**config.mk**
```make
export PLATFORM = sky130hd
export DESIGN_NAME = bitplane_feeder
export DESIGN_NICKNAME = d
export VERILOG_FILES = /design/src/rtl/bitplane_feeder.sv
export SDC_FILE = /design/constraint.sdc
export NUM_CORES = 1
export LEC_CHECK = 0
export BUFFER_PORTS_ARGS = -buffer_cell sky130_fd_sc_hd__buf_2
export CAP_MARGIN = 10
export CORE_UTILIZATION = 24
export CTS_CLUSTER_SIZE = 24
export DETAILED_ROUTE_END_ITERATION = 8
export PLACE_DENSITY = 0.37
export SLEW_MARGIN = 20
export SYNTH_ARGS = -nofsm -noshare
export SYNTH_HDL_FRONTEND = slang
export SYNTH_SLANG_ARGS = --single-unit
```
**constraint.sdc**
```tcl
create_clock -name clk -period 4 [get_ports clk]
set_input_delay 0.4 -clock clk [delete_from_list [all_inputs] [get_ports clk]]
set_output_delay 0.4 -clock clk [all_outputs]
set_load 0.01 [all_outputs]
```
**src/rtl/bitplane_feeder.sv**
```systemverilog
// Bit-plane feeder: serializes activation vectors MSB-first and gates weights onto the adder tree.
// Optional leading-zero plane skipping is enabled by defining LEAD_ZERO_SKIP_EN.
module bitplane_feeder #(
   parameter  int N_LANE = 32,
   parameter  int ACT_W  = 4,
   parameter  int WGT_W  = 4,
   localparam int IDX_W  = (ACT_W > 1) ? $clog2(ACT_W) : 1
) (
   input  logic                      clk,
   input  logic                      rst,
   input  logic                      in_valid,
   output logic                      in_ready,
   input  logic [N_LANE*ACT_W-1:0]   act_flat,
   input  logic [N_LANE*WGT_W-1:0]   wgt_flat,
   output logic [N_LANE*WGT_W-1:0]   tw_flat,
   output logic                      tw_valid,
   output logic                      tw_first,
   output logic                      tw_last,
   output logic [IDX_W-1:0]          tw_bit,
   output logic                      busy
);

   typedef enum logic [0:0] {ST_IDLE = 1'b0, ST_STREAM = 1'b1} state_t;

   state_t                    state_r, state_n_s;
   logic [N_LANE*ACT_W-1:0]   act_r, act_n_s, sh_act_r, sh_act_n_s;
   logic [N_LANE*WGT_W-1:0]   wgt_r, wgt_n_s, sh_wgt_r, sh_wgt_n_s;
   logic                      sh_full_r, sh_full_n_s;
   logic [IDX_W-1:0]          bit_idx_r, bit_idx_n_s;
   logic [IDX_W-1:0]          start_idx_r, start_idx_n_s;
   logic [IDX_W-1:0]          start_in_s, start_sh_s;
   logic                      accept_s, last_s;
   logic [N_LANE*WGT_W-1:0]   tw_flat_s;

`ifdef LEAD_ZERO_SKIP_EN
   // Highest bit position set in any lane; 0 when every activation is zero.
   function automatic logic [IDX_W-1:0] lead_idx(input logic [N_LANE*ACT_W-1:0] act);
      logic [ACT_W-1:0] any_v;
      logic [IDX_W-1:0] idx_v;
      any_v = '0;
      idx_v = '0;
      for (int i = 0; i < N_LANE; i++) begin
         any_v = any_v | act[i*ACT_W +: ACT_W];
      end
      for (int b = 0; b < ACT_W; b++) begin
         if (any_v[b]) begin
            idx_v = IDX_W'(b);
         end else begin
            idx_v = idx_v;
         end
      end
      return idx_v;
   endfunction
`endif

   assign accept_s = in_valid && !sh_full_r;
   assign last_s   = (state_r == ST_STREAM) && (bit_idx_r == IDX_W'(0));

   // Start plane for a vector loaded from the input port or from the shadow buffer.
   always_comb begin
`ifdef LEAD_ZERO_SKIP_EN
      start_in_s = lead_idx(act_flat);
      start_sh_s = lead_idx(sh_act_r);
`else
      start_in_s = IDX_W'(ACT_W-1);
      start_sh_s = IDX_W'(ACT_W-1);
`endif
   end

   // Next-state logic: plane stepping plus active/shadow buffer steering.
   always_comb begin
      state_n_s     = state_r;
      act_n_s       = act_r;
      wgt_n_s       = wgt_r;
      sh_act_n_s    = sh_act_r;
      sh_wgt_n_s    = sh_wgt_r;
      sh_full_n_s   = sh_full_r;
      bit_idx_n_s   = bit_idx_r;
      start_idx_n_s = start_idx_r;
      case (state_r)
         ST_IDLE: begin
            if (accept_s) begin
               act_n_s       = act_flat;
               wgt_n_s       = wgt_flat;
               bit_idx_n_s   = start_in_s;
               start_idx_n_s = start_in_s;
               state_n_s     = ST_STREAM;
            end else begin
               state_n_s = ST_IDLE;
            end
         end
         ST_STREAM: begin
            if (!last_s) begin
               bit_idx_n_s = bit_idx_r - IDX_W'(1);
               if (accept_s) begin
                  sh_act_n_s  = act_flat;
                  sh_wgt_n_s  = wgt_flat;
                  sh_full_n_s = 1'b1;
               end else begin
                  sh_full_n_s = sh_full_r;
               end
            end else if (sh_full_r) begin
               act_n_s       = sh_act_r;
               wgt_n_s       = sh_wgt_r;
               sh_full_n_s   = 1'b0;
               bit_idx_n_s   = start_sh_s;
               start_idx_n_s = start_sh_s;
            end else if (accept_s) begin
               // Bypass the shadow so back-to-back vectors stream without a bubble.
               act_n_s       = act_flat;
               wgt_n_s       = wgt_flat;
               bit_idx_n_s   = start_in_s;
               start_idx_n_s = start_in_s;
            end else begin
               state_n_s = ST_IDLE;
            end
         end
         default: begin
            state_n_s = ST_IDLE;
         end
      endcase
   end

   // State and buffer registers with synchronous reset.
   always_ff @(posedge clk) begin
      if (rst) begin
         state_r     <= ST_IDLE;
         act_r       <= '0;
         wgt_r       <= '0;
         sh_act_r    <= '0;
         sh_wgt_r    <= '0;
         sh_full_r   <= 1'b0;
         bit_idx_r   <= '0;
         start_idx_r <= '0;
      end else begin
         state_r     <= state_n_s;
         act_r       <= act_n_s;
         wgt_r       <= wgt_n_s;
         sh_act_r    <= sh_act_n_s;
         sh_wgt_r    <= sh_wgt_n_s;
         sh_full_r   <= sh_full_n_s;
         bit_idx_r   <= bit_idx_n_s;
         start_idx_r <= start_idx_n_s;
      end
   end

   // Per-lane weight gating by the current activation bit.
   always_comb begin
      tw_flat_s = '0;
      for (int i = 0; i < N_LANE; i++) begin
         logic [ACT_W-1:0] lane_act_v;
         lane_act_v = act_r[i*ACT_W +: ACT_W];
         if ((state_r == ST_STREAM) && lane_act_v[bit_idx_r]) begin
            tw_flat_s[i*WGT_W +: WGT_W] = wgt_r[i*WGT_W +: WGT_W];
         end else begin
            tw_flat_s[i*WGT_W +: WGT_W] = '0;
         end
      end
   end

   assign tw_flat  = tw_flat_s;
   assign tw_valid = (state_r == ST_STREAM);
   assign tw_first = tw_valid && (bit_idx_r == start_idx_r);
   assign tw_last  = last_s;
   assign tw_bit   = bit_idx_r;
   assign busy     = (state_r == ST_STREAM) || sh_full_r;
   assign in_ready = !sh_full_r;

endmodule

```
======== Yosys cells after proc, flatten, opt, wreduce, memory -nomap -nowiden ========
Index checks and enable logic that the tools add are counted.
cells by class
  add/subtract/negate cells ............... 1
  magnitude comparators ................... 1
  reduce and logical (&&, ||, !) cells .... 41
  muxes and demuxes ....................... 118
  bitwise operators ....................... 2
  eq/ne operators ......................... 2
operators by type and width
  cell                                                                  number
  128-bit two-way mux                                                   6
  128-bit case mux with 2 select lines                                  2
  4-bit two-way mux                                                     32
  1-bit binary-select mux with 2-bit select                             32
  1-bit two-way mux                                                     37
  1-bit logical AND                                                     35
  2-bit two-way mux                                                     6
  2-bit case mux with 2 select lines                                    2
  2-bit by 3-bit < comparator with 1-bit output, second input constant  1
  3-bit AND reduction                                                   1
  2-bit == test                                                         1
  2-bit zero test                                                       1
  2-bit inequality test, second input constant                          1
  1-bit inverter                                                        2
  1-bit case mux with 2 select lines                                    1
  2-bit AND reduction                                                   1
  2-bit nonzero test                                                    1
  2-bit by 1-bit subtractor with 2-bit output, second input constant    1
  1-bit zero test                                                       1
  1-bit logical OR                                                      1
word-level totals
  flip-flop bits (word level) ............. 518

======== Longest topological paths before layout ========
Gate-level depths: netlist of run 1.
  depth in word-level cells ............... 6
  mapped depth ............................ 10
  gate-level depth less buffers ........... 5

======== Worst setup path before layout of run 1 ========
Ideal clock, no wire load.
  path type ............................... flip-flop to flip-flop
  start point ............................. register bit_idx_r[1] (netlist: tw_bit[1])
  end point ............................... register wgt_r[100]
  data arrival time ....................... 2050 ps
  stages on the path, launching flop included .. 11
  setup slack ............................. 1890 ps
  period minus slack after synthesis ...... 2110 ps
  required time ........................... 3940 ps
  cell sequence ........................... dfxtp_1 > clkbuf_1 > buf_2 > inv_1 > ha_1 > and3_1 > buf_2 > buf_6 > buf_2 > a21oi_1 > o221a_1
on the way
  longest elaborated chain between the ends .. 3
ends and longest elaborated chain
  item                             RTL line  source
  start, declared                  29        logic [IDX_W-1:0] bit_idx_r, bit_idx_n_s;
  start signal, assigned           142       bit_idx_r <= bit_idx_n_s;
  2-bit zero test                  57        assign last_s = (state_r == ST_STREAM) && (bit_idx_r == IDX_W'(0));
  1-bit logical AND                57
  2-bit inequality test (no line)  -
  end signal, assigned             138       wgt_r <= wgt_n_s;
  end, declared                    27        logic [N_LANE*WGT_W-1:0] wgt_r, wgt_n_s, sh_wgt_r, sh_wgt_n_s;
Every way passes these cells.
A chain may end at the register's enable or synchronous reset.

======== Worst setup path in the final report of run 1 ========
  start point ............................. register bit_idx_r[0] (netlist: tw_bit[0])
  end point ............................... output port tw_flat[60]
on the way
  longest elaborated chain between the ends .. 4
ends and longest elaborated chain
  item                                       RTL line  source
  1-bit binary-select mux with 2-bit select  153       if ((state_r == ST_STREAM) && lane_act_v[bit_idx_r]) begin
  1-bit two-way mux (implied by the code)    153
  1-bit logical AND                          153
  4-bit two-way mux                          153
  end, declared                              15        output logic [N_LANE*WGT_W-1:0] tw_flat,
Every way passes these cells. The select of a mux whose other input is x is not followed.

==> results of run 1 <==
==> kinds of logic after synthesis <==
group,after synthesis
simple gates,654
fa+ha+maj,1
flops,518
mux,33
xor+xnor,2
buf+inv,484
compound gates,775
==> stage by stage <==
stage	worst slack [ns]	utilization [%]	power (W)	instance area [µm²]	hold slack [ns]
2_1_floorplan	1.89	-	0.00685	21800	0.436
3_3_place_gp	0.977	27.1	0.00751	24400	0.441
3_5_place_dp	0.973	27.1	0.00754	24400	0.446
4_1_cts	0.666	29.5	0.0136	26500	0.00297
5_1_grt	0.603	29.5	0.0140	26500	0.0230
6_report	0.806	29.6	0.0134	26600	0.0511
==> final cells by class <==
cell class / count / area, µm² / area share (%)
Timing Repair Buffer: 420 / 2410 / 9.08
Inverter: 259 / 972 / 3.66
Tap cell: 1176 / 1470 / 5.54
Antenna cell: 17 / 42.5 / 0.160
Clock buffer: 105 / 2020 / 7.62
Multi-Input combinational cell: 1465 / 9140 / 34.4
Clock inverter: 13 / 119 / 0.448
Sequential cell: 518 / 10400 / 39.1
==> worst max-delay path: cells and delay by family, from the launching register on <==
family	cells	cell delay, ns
buffers and inverters	1	0.14
flip-flops	1	0.98
multiplexers	1	0.78
AND/OR/NAND/NOR	1	0.27
==> flip-flops by register name (all words and copies together), names as in the netlist <==
signal       cells
act_r          128
sh_act_r       128
sh_full_r        1
sh_wgt_r       128
start_idx_r      2
tw_bit           2
tw_valid         1
wgt_r          128
==> per-layer routing <==
layer,GRT usage [%],vias to the layer above
met4,4.83,10
met2,25.3,494
met1,23.2,9148
met5,0,-
met3,3.34,119
li1,-,9097
==> how the worst max path moves through the flow <==
stage,startpoint,endpoint,slack [ns],depth (start not counted)
after floorplan,tw_bit[1],wgt_r[100],1.89,10
after global placement,tw_bit[0],wgt_r[72],0.98,6
after detailed placement,tw_bit[0],wgt_r[72],0.97,6
after CTS,tw_bit[0],tw_flat[65],0.67,3
after global routing,tw_bit[0],tw_flat[65],0.60,3
final,tw_bit[0],tw_flat[60],0.81,3
==> Yosys cell counts <==
| cell type | instances | area share (%) |
|---|---|---|
| o221a_2 | 16 | 0.83 |
| a221oi_1 | 1 | 0.040 |
| nand4bb_1 | 1 | 0.052 |
| buf_2 | 107 | 2.5 |
| a21oi_2 | 1 | 0.040 |
| mux4_2 | 32 | 3.3 |
| a211oi_1 | 1 | 0.035 |
| and2b_1 | 1 | 0.035 |
| a21oi_1 | 513 | 12 |
| and4bb_2 | 1 | 0.058 |
| nor2_1 | 1 | 0.017 |
| nand2b_1 | 2 | 0.058 |
| inv_1 | 259 | 4.5 |
| and3_1 | 130 | 3.7 |
| a2111oi_0 | 1 | 0.040 |
| o221a_1 | 240 | 12 |
| nand2_1 | 512 | 8.8 |
| nor2b_4 | 1 | 0.063 |
| clkbuf_1 | 71 | 1.2 |
| xnor2_1 | 2 | 0.081 |
| nor2_4 | 1 | 0.052 |
| o21ba_2 | 2 | 0.092 |
| or2_2 | 1 | 0.029 |
| buf_6 | 20 | 1.0 |
| and2_1 | 1 | 0.029 |
| buf_1 | 1 | 0.017 |
| mux2i_4 | 1 | 0.10 |
| ha_1 | 1 | 0.058 |
| dfxtp_1 | 518 | 48 |
| buf_8 | 10 | 0.69 |
| buf_4 | 16 | 0.55 |
| nor3_1 | 2 | 0.046 |
==> timing repair <==
item                                   CTS  global route
gates resized for setup                  0             0
endpoints found under the hold margin    1             0
hold buffers                             1             0
==> power by group through the flow <==
stage,sequential (W),combinational [W],clock [W]
6_report,0.00579,0.00161,0.00596
5_1_grt,0.00584,0.00177,0.00641
4_1_cts,0.00579,0.00164,0.00620
3_5_place_dp,0.00590,0.00164,0
3_3_place_gp,0.00589,0.00162,0
2_1_floorplan,0.00578,0.00107,0
==> run metrics, run 1 <==
outcome complete, no violations; Sw Ratio ~27%; power share of the combinational group between 10% and 20%; root buffer cell clkbuf_16; clk_lat worst skew around 0.6 ns; Synth Area in Compound Gates 25.3%; FF-to-FF setup slack 1.03 ns; clock sink total around 520; setup TNS 0 ns; Fillers 9511; largest net degree at the start of global routing about 170; sequential share of power a little over two fifths; startpoint types flip-flop; effective utilization at floorplan roughly 24%; Req. time, crit path between 3 and 4 ns; RSZ-0062 raised after global routing no; # Post-CTS Setup Buffers 0; nets@finish 2991; critical-path cell list mux4_2 -> and3_1 -> buf_2; M1 wire length 36.7 mm; Area Growth Syn to Fin 22.1%; unique cell type count in the Yosys netlist 32; CTS tree done; clock buffer depth 3; most frequent cells in the layout dfxtp_1 (515), a21oi_1 (513), nand2_1 (512), buf_2 (392), inv_1 (259); reg2reg start tw_bit[0]; DP Wirelength 48.2 mm; first-pass GRT wire length between 100 and 150 mm; worst slew pin tran 1.03 ns; Worst Hold End sh_act_r[125]; P_int a little under 0.01 W; cts bufs inserted 67; multiplexer area fraction after synthesis under 10%; power share of the clock group between 40% and 50%; all-layer global routing usage between 10% and 20%; Clock Skew slightly above 0.01 ns; path depth of the worst reg2reg path 6; crit share post-route about four fifths; Worst-path clk slew ~0.060 ns; drt total wl slightly below 80 mm; CP Max Fanout 38; dpl cells roughly 3800; Worst setup EP type output port; Synth Area per Inst 8.82 µm²; drt drc 0; Final ANT Viol Nets 0; Crit Path Class reg2out; Max Cap Viol 0; max_slew headroom between 30% and 40%; Final min period between 3 and 4 ns; IR drop worst, VDD around 0.22 mV; gpl congestion between 0.7 and 0.8; Post-Synth Adder-Cell Area less than 1%; via count 18900; vias in the first global route ~18000; Slowest-stage cell, CP dfxtp_4; Hold Vio Cnt, Final 0; Routed met3 length approximately 4.6 mm; Cell Rows 110; crit path DAT 2.79 ns; Final Slew Violations 0; commonest non-fill, non-tap cell in the layout dfxtp_1; syn_nets 2727; die footprint 0.0918 mm²; CP peak stage delay approximately 1 ns; fmax 313 MHz; die height 303 µm; Mapped Area around 0.022 mm²; Die X slightly above 300 µm; FF-to-FF End wgt_r[67]; Synth Area in XOR/XNOR 0.0805%; Ys Warns 0; worst hold path type in2reg; largest family of logic cells by synthesized area compound AO/OA/AOI/OAI gates; Hold Path Origin act_flat[125]; I/O Pins slightly below 400; max layer used met5; Vias/cell about 4.7; # port buffers between 300 and 400; Cells after Synth roughly 2500; H-tree depth 3; NetSw ~0.0036 W; Finish-stage setup viols 0; metal2 WL around 35 mm; Overflow after GRT 0; initial antenna violation count 26; leakage around 10 nW; PD cells between 500 and 600 mW/mm²; final std cells w/o fill roughly 4000; Seq/Total Area, Yosys between 40% and 50%; post-DR wirelength/cell between 15 and 20 µm; Core Area around 0.090 mm²; hold path depth 3; DRT Pass-1 Iters 5; layout cells sized above 1 20.8%; initial drt markers ~1300; Post-Synth Simple-Gate Area a little over an eighth; Seq cells post-synth 518
Power figures use the tool's default switching activity.
==> run 2: changes to the inputs <==
PLACE_DENSITY = 0.38   (was 0.37)
clock period = 2.6 ns   (was 4 ns; I/O delays follow)
==> run metrics, run 2 (same netlist as run 1, synthesis figures left out) <==
outcome complete, no violations; all-layer global routing usage 16.9% (+0.35 points); sequential share of power 42.0% (-1.3 points); Routed met3 length 3.55 mm (-22%); Cell Rows 110 (unchanged); critical-path cell list buf_12 -> buf_12 -> mux4_2 -> and3_4 -> buf_6; largest net degree at the start of global routing 131 (-22%); Overflow after GRT 0 (unchanged); startpoint types flip-flop; Worst-path clk slew 0.06 ns (about the same); effective utilization at floorplan 24.2% (unchanged); Buffers & Inverters on Critical Path 3 (+2); Core Area 0.0899 mm² (unchanged); max layer used met5; Worst setup EP type output port; DP Wirelength 51.6 mm (+6.9%); initial drt markers 1317 (+0.92%); power share of the clock group 43.4% (-1.2 points); drt drc 0 (unchanged); max_slew headroom 37.2% (+6.1 points); Area Growth Syn to Fin 39.7%; NetSw 0.00564 W (+57%); H-tree depth 2 (-1); Design Area, Final 0.0304 mm² (+14%); fmax between 300 and 400 MHz; Core Util, Final 33.8% (+4.3 points); FF-to-FF setup slack 0.42 ns (-0.61 ns); drt total wl 80.9 mm (+3.1%); I/O Pins 394 (unchanged); gpl congestion 0.794 (+3.3%); setup TNS 0 ns (unchanged); vias in the first global route 19000 (+6.5%); Max Cap Viol 0 (unchanged); Most common cell on crit path buf_12; Final Slew Violations 0 (unchanged); initial antenna violation count 10 (-62%); post-DR wirelength/cell 19.0 µm (-3.6%); Req. time, crit path 2.34 ns (-1.26 ns); Crit Path Class reg2out; first-pass GRT wire length 120 mm (+3.6%); M1 wire length 38.6 mm (+5.1%); clock buffer depth 3 (unchanged); clock sink total 518 (unchanged); IR drop worst, VDD 0.470 mV (+110%); PD cells 695 mW/mm² (+38%); nets@finish 3274 (+9.5%); # port buffers 393 (unchanged); cts bufs inserted 61 (-9.0%); power share of the combinational group 14.6% (+2.5 points); root buffer cell clkbuf_16; worst hold path type in2reg; DRT Pass-1 Iters 5 (unchanged); Slowest-stage cell, CP mux4_2; crit path DAT 2.31 ns (-0.48 ns); layout cells sized above 1 22.5% (+1.7 points); Sw Ratio 26.7% (-0.14 points); clk_lat worst skew 0.62 ns (+0.02 ns); RSZ-0062 raised after global routing yes; die footprint 0.0918 mm² (unchanged); Finish-stage setup viols 0 (unchanged); Clock Skew 0.0188 ns (+0.00856 ns); CP delay by family, top multiplexers; most frequent cells in the layout dfxtp_1 (515), a21oi_1 (513), nand2_1 (512), buf_2 (321), inv_1 (259); Hold Vio Cnt, Final 0 (unchanged); metal2 WL 36.8 mm (+4.1%); Final min period 2.57 ns; P_int 0.0155 W (+58%); die height 303 µm (unchanged); via count 20100 (+6.4%); Vias/cell 4.72 (-0.55%); Area after DPL 0.0247 mm² (+1.3%); leakage 11.5 nW (+12%); worst slew pin tran 0.942 ns (-0.0913 ns); CP Max Fanout 6 (-84%); commonest non-fill, non-tap cell in the layout dfxtp_1; Die X 303 µm (unchanged); Final ANT Viol Nets 0 (unchanged); CP peak stage delay 0.65 ns (-0.33 ns); CTS tree done; crit share post-route approximately 100%
==> run 2: cell count changes in the layout (fill, tap and decap cells not counted), moves of 7 or more <==
cell,previous run,this run
and3_4,1,75
buf_12,18,35
dlygate4sd3_1,1,257
clkbuf_1,22,13
buf_6,1,72
buf_2,392,321
and3_1,129,55
diode_2,17,10
clkbuf_8,12,25
buf_4,7,23
clkbuf_16,71,62
==> run 2: cell type report <==
| cell class | count | area [µm²] |
|---|---|---|
| Tap cell | 1176 | 1470 |
| Fill cell | 9252 | 59500 |
| Clock inverter | 14 | 213 |
| Multi-Input combinational cell | 1465 | 9510 |
| Clock buffer | 100 | 1940 |
| Sequential cell | 518 | 10400 |
| Timing Repair Buffer | 709 | 5880 |
| Inverter | 259 | 972 |
| Antenna cell | 10 | 25.0 |
==> run 2: worst paths after layout <==
check               start      endpoint  cells after the start
max             tw_bit[0]    tw_flat[8]                      5
min reg2reg  sh_act_r[28]  sh_act_r[28]                      2
min                   rst  sh_act_r[80]                      2
max reg2reg     tw_bit[0]     wgt_r[65]                      7
==> run 2: layer usage <==
metal  vias up  track usage [%]
li1       9672                -
met4         2             4.79
met1      9789             23.9
met5         -                0
met2       500             26.5
met3       114             2.44
==> run 2: through the flow <==
stage,power (W),cells,hold slack [ns],worst slack [ns]
floorplan,0.0105,2467,0.396,0.490
global placement,0.0116,3861,0.441,0.428
detailed placement,0.0117,3861,0.446,0.417
CTS,0.0215,4240,0.0222,-0.0667
global route,0.0221,4249,0.0347,-0.0564
finish,0.0211,4251,0.0367,0.0345
==> run 2: worst register-to-register path, stage by stage (launching register included) <==
cell and delay, ns:
dfxtp_4 0.40, buf_4 0.15, inv_1 0.04, ha_1 0.28, nor2b_4 0.20, nand2b_4 0.20, buf_12 0.31, o221a_1 0.54
==> run 2: power by group through the flow <==
| stage | sequential (W) | clock, W | combinational [W] |
|---|---|---|---|
| floorplan | 0.00890 | 0 | 0.00164 |
| global placement | 0.00903 | 0 | 0.00260 |
| detailed placement | 0.00904 | 0 | 0.00264 |
| CTS | 0.00888 | 0.00947 | 0.00312 |
| global route | 0.00894 | 0.00977 | 0.00335 |
| finish | 0.00888 | 0.00916 | 0.00309 |
==> run 2: timing repair <==
item                       4_1_cts  5_1_grt
hold buffers                   257        0
gates resized for setup        156        9
gates cloned                     1        0
setup endpoints to repair      108      100
pin swaps                      106        5
setup buffers                    7        2
hold endpoints to repair       512        0
==> run 3: changes to the inputs <==
--- a/constraint.sdc
+++ b/constraint.sdc
@@ -3,2 +3,2 @@
 set_output_delay 0.26 -clock clk [all_outputs]
-set_load 0.01 [all_outputs]
+set_load 0.005 [all_outputs]
==> run metrics, run 3 (same netlist as run 1, synthesis figures left out) <==
I/O Pins 394 (unchanged); Vias/cell 4.69 (-0.73%); cts bufs inserted 66 (+8.2%); reg2reg start tw_bit[0]; die height 303 µm (unchanged); CP Max Fanout 6 (unchanged); via count 19900 (-0.85%); die footprint 0.0918 mm² (unchanged); PD cells 717 mW/mm² (+3.1%); CTS tree done; Cell Rows 110 (unchanged); Design Area, Final 0.0295 mm² (-3.1%); Final Slew Violations 0 (unchanged); clock sink total 518 (unchanged); Hold Vio Cnt, Final 0 (unchanged); initial antenna violation count 10 (unchanged); Area after DPL 0.0246 mm² (-0.24%); M3 GR Usage 2.62% (+0.18 points); Most Crowded Layer GR met2; Clock Skew 0.0159 ns (-0.00294 ns); largest net degree at the start of global routing 130 (-0.76%); first-pass GRT wire length 120 mm (+0.24%); fmax 384 MHz (-1.4%); drt total wl 80.6 mm (-0.31%); # port buffers 393 (unchanged); Finish-stage setup viols 1 (+1); Crit Path Class reg2out; Worst-path clk slew 0.05 ns (about the same); PnR worst setup slack -0.00228 ns (-0.0368 ns); Max Cap Viol 0 (unchanged); Hold Path Origin in_valid; layout cells sized above 1 19.8% (-2.6 points); clk_lat worst skew 0.60 ns (-0.02 ns); crit share post-route 100% (+1.4 points); Req. time, crit path 2.34 ns (about the same); path depth of the worst reg2reg path 7 (unchanged); H-tree depth 3 (+1); RSZ-0062 raised after global routing yes; Post-Place Setup Slack 0.521 ns (+0.103 ns); all-layer global routing usage 16.9% (+0.068 points); crit path DAT 2.34 ns (+0.03 ns); drt drc 0 (unchanged); Core Area 0.0899 mm² (unchanged); GR Layer Usage met1 24.4% (+0.51 points); Final min period 2.60 ns (+0.0368 ns); gpl congestion 0.801 (+0.89%); commonest non-fill, non-tap cell in the layout dfxtp_1; clock buffer depth 3 (unchanged); initial drt markers 1339 (+1.7%); FF-to-FF setup slack 0.35 ns (-0.07 ns); post-DR wirelength/cell 19.0 µm (-0.20%); startpoint types flip-flop; Worst setup EP type output port; effective utilization at floorplan 24.2% (unchanged); DRT Pass-1 Iters 5 (unchanged); outcome complete, but fails checks; Final ANT Viol Nets 0 (unchanged); Die X 303 µm (unchanged); root buffer cell clkbuf_16; nets@finish 3269 (-0.15%); hold path depth 3 (+1); worst slew pin tran 0.737 ns (-0.205 ns); max_slew headroom 50.9% (+14 points); leakage 11.5 nW (+0.42%); FF-to-FF End act_r[47]; Area Growth Syn to Fin 35.4%; worst hold path type in2reg; DP Wirelength 51.2 mm (-0.78%); violated checks setup timing; Overflow after GRT 0 (unchanged); IR drop worst, VDD 0.429 mV (-8.6%); most frequent cells in the layout dfxtp_1 (515), a21oi_1 (513), nand2_1 (512), buf_2 (392), inv_1 (259); vias in the first global route 19000 (-0.11%); Worst Hold End sh_full_r; met2 capacity usage during global routing 26.1% (-0.44 points)
[run 3: changes by cell type in the layout (fill, tap and decap cells not counted), sizes merged]
cell         delta
buf            -10
inv             +4
diode           +2
clkinv          +5
bufbuf          +1
clkbuf          -5
dlygate4sd3     -1
bufinv          -1
[run 3: cell type report]
class	instances	area (µm²)
well taps	1176	1470
multi-input cells	1465	9140
repair buffers	699	5290
flip-flops and latches	518	10400
clock buffers	95	1920
diodes	12	30.0
inverters	259	972
fillers	9354	60400
clock inverters	22	256
[run 3: repair_timing]
| action | in CTS | in global routing |
|---|---|---|
| cloned | 2 | 0 |
| buffers inserted | 2 | 0 |
| pin swaps | 16 | 0 |
| endpoints found under the hold margin | 496 | 0 |
| gates resized for setup | 3 | 0 |
| setup endpoints to repair | 80 | 56 |
| hold buffers | 256 | 0 |
[run 3: layer usage]
layer	vias to the layer above	wire length, µm
met2	471	36100
met4	2	1570
met5	-	8
li1	9664	-
met3	94	3690
met1	9676	39300
[run 3: stage by stage]
step | instances | utilization, % | hold WS, ns | power (W) | TNS (ns)
6_report | 4246 | 32.8 | 0.0677 | 0.0211 | -0.00228
5_1_grt | 4241 | 32.8 | 0.0643 | 0.0221 | -1.73
4_1_cts | 4235 | 32.8 | 0.0311 | 0.0215 | -0.962
3_5_place_dp | 3858 | 27.4 | 0.446 | 0.0117 | 0
3_3_place_gp | 3858 | 27.4 | 0.441 | 0.0116 | 0
2_1_floorplan | 2467 | - | 0.396 | 0.0105 | 0
[run 3: critical path, cell delays in order (launching register included)]
cell and delay, ns:
dfxtp_4 0.42, bufbuf_16 0.31, mux4_2 0.65, and3_1 0.25, buf_2 0.13
[run 3: how the worst max path moves through the flow]
| stage | from | end | slack (ns) | cells after the start |
|---|---|---|---|---|
| CTS | tw_bit[0] | tw_flat[13] | -0.05 | 4 |
| global route | tw_bit[0] | tw_flat[77] | -0.07 | 4 |
| finish | tw_bit[0] | tw_flat[9] | -0.002 | 4 |
| floorplan | tw_bit[1] | wgt_r[100] | 0.53 | 10 |
| detailed placement | tw_bit[0] | act_r[13] | 0.52 | 6 |
| global placement | tw_bit[0] | act_r[15] | 0.55 | 6 |
[run 3: power by group]
group | switching, W | leakage (nW) | internal, W | total, W
logic | 0.00164 | 6.18 | 0.00131 | 0.00296
clock network | 0.00371 | 1.07 | 0.00557 | 0.00928
registers | 0.000347 | 4.25 | 0.00853 | 0.00888
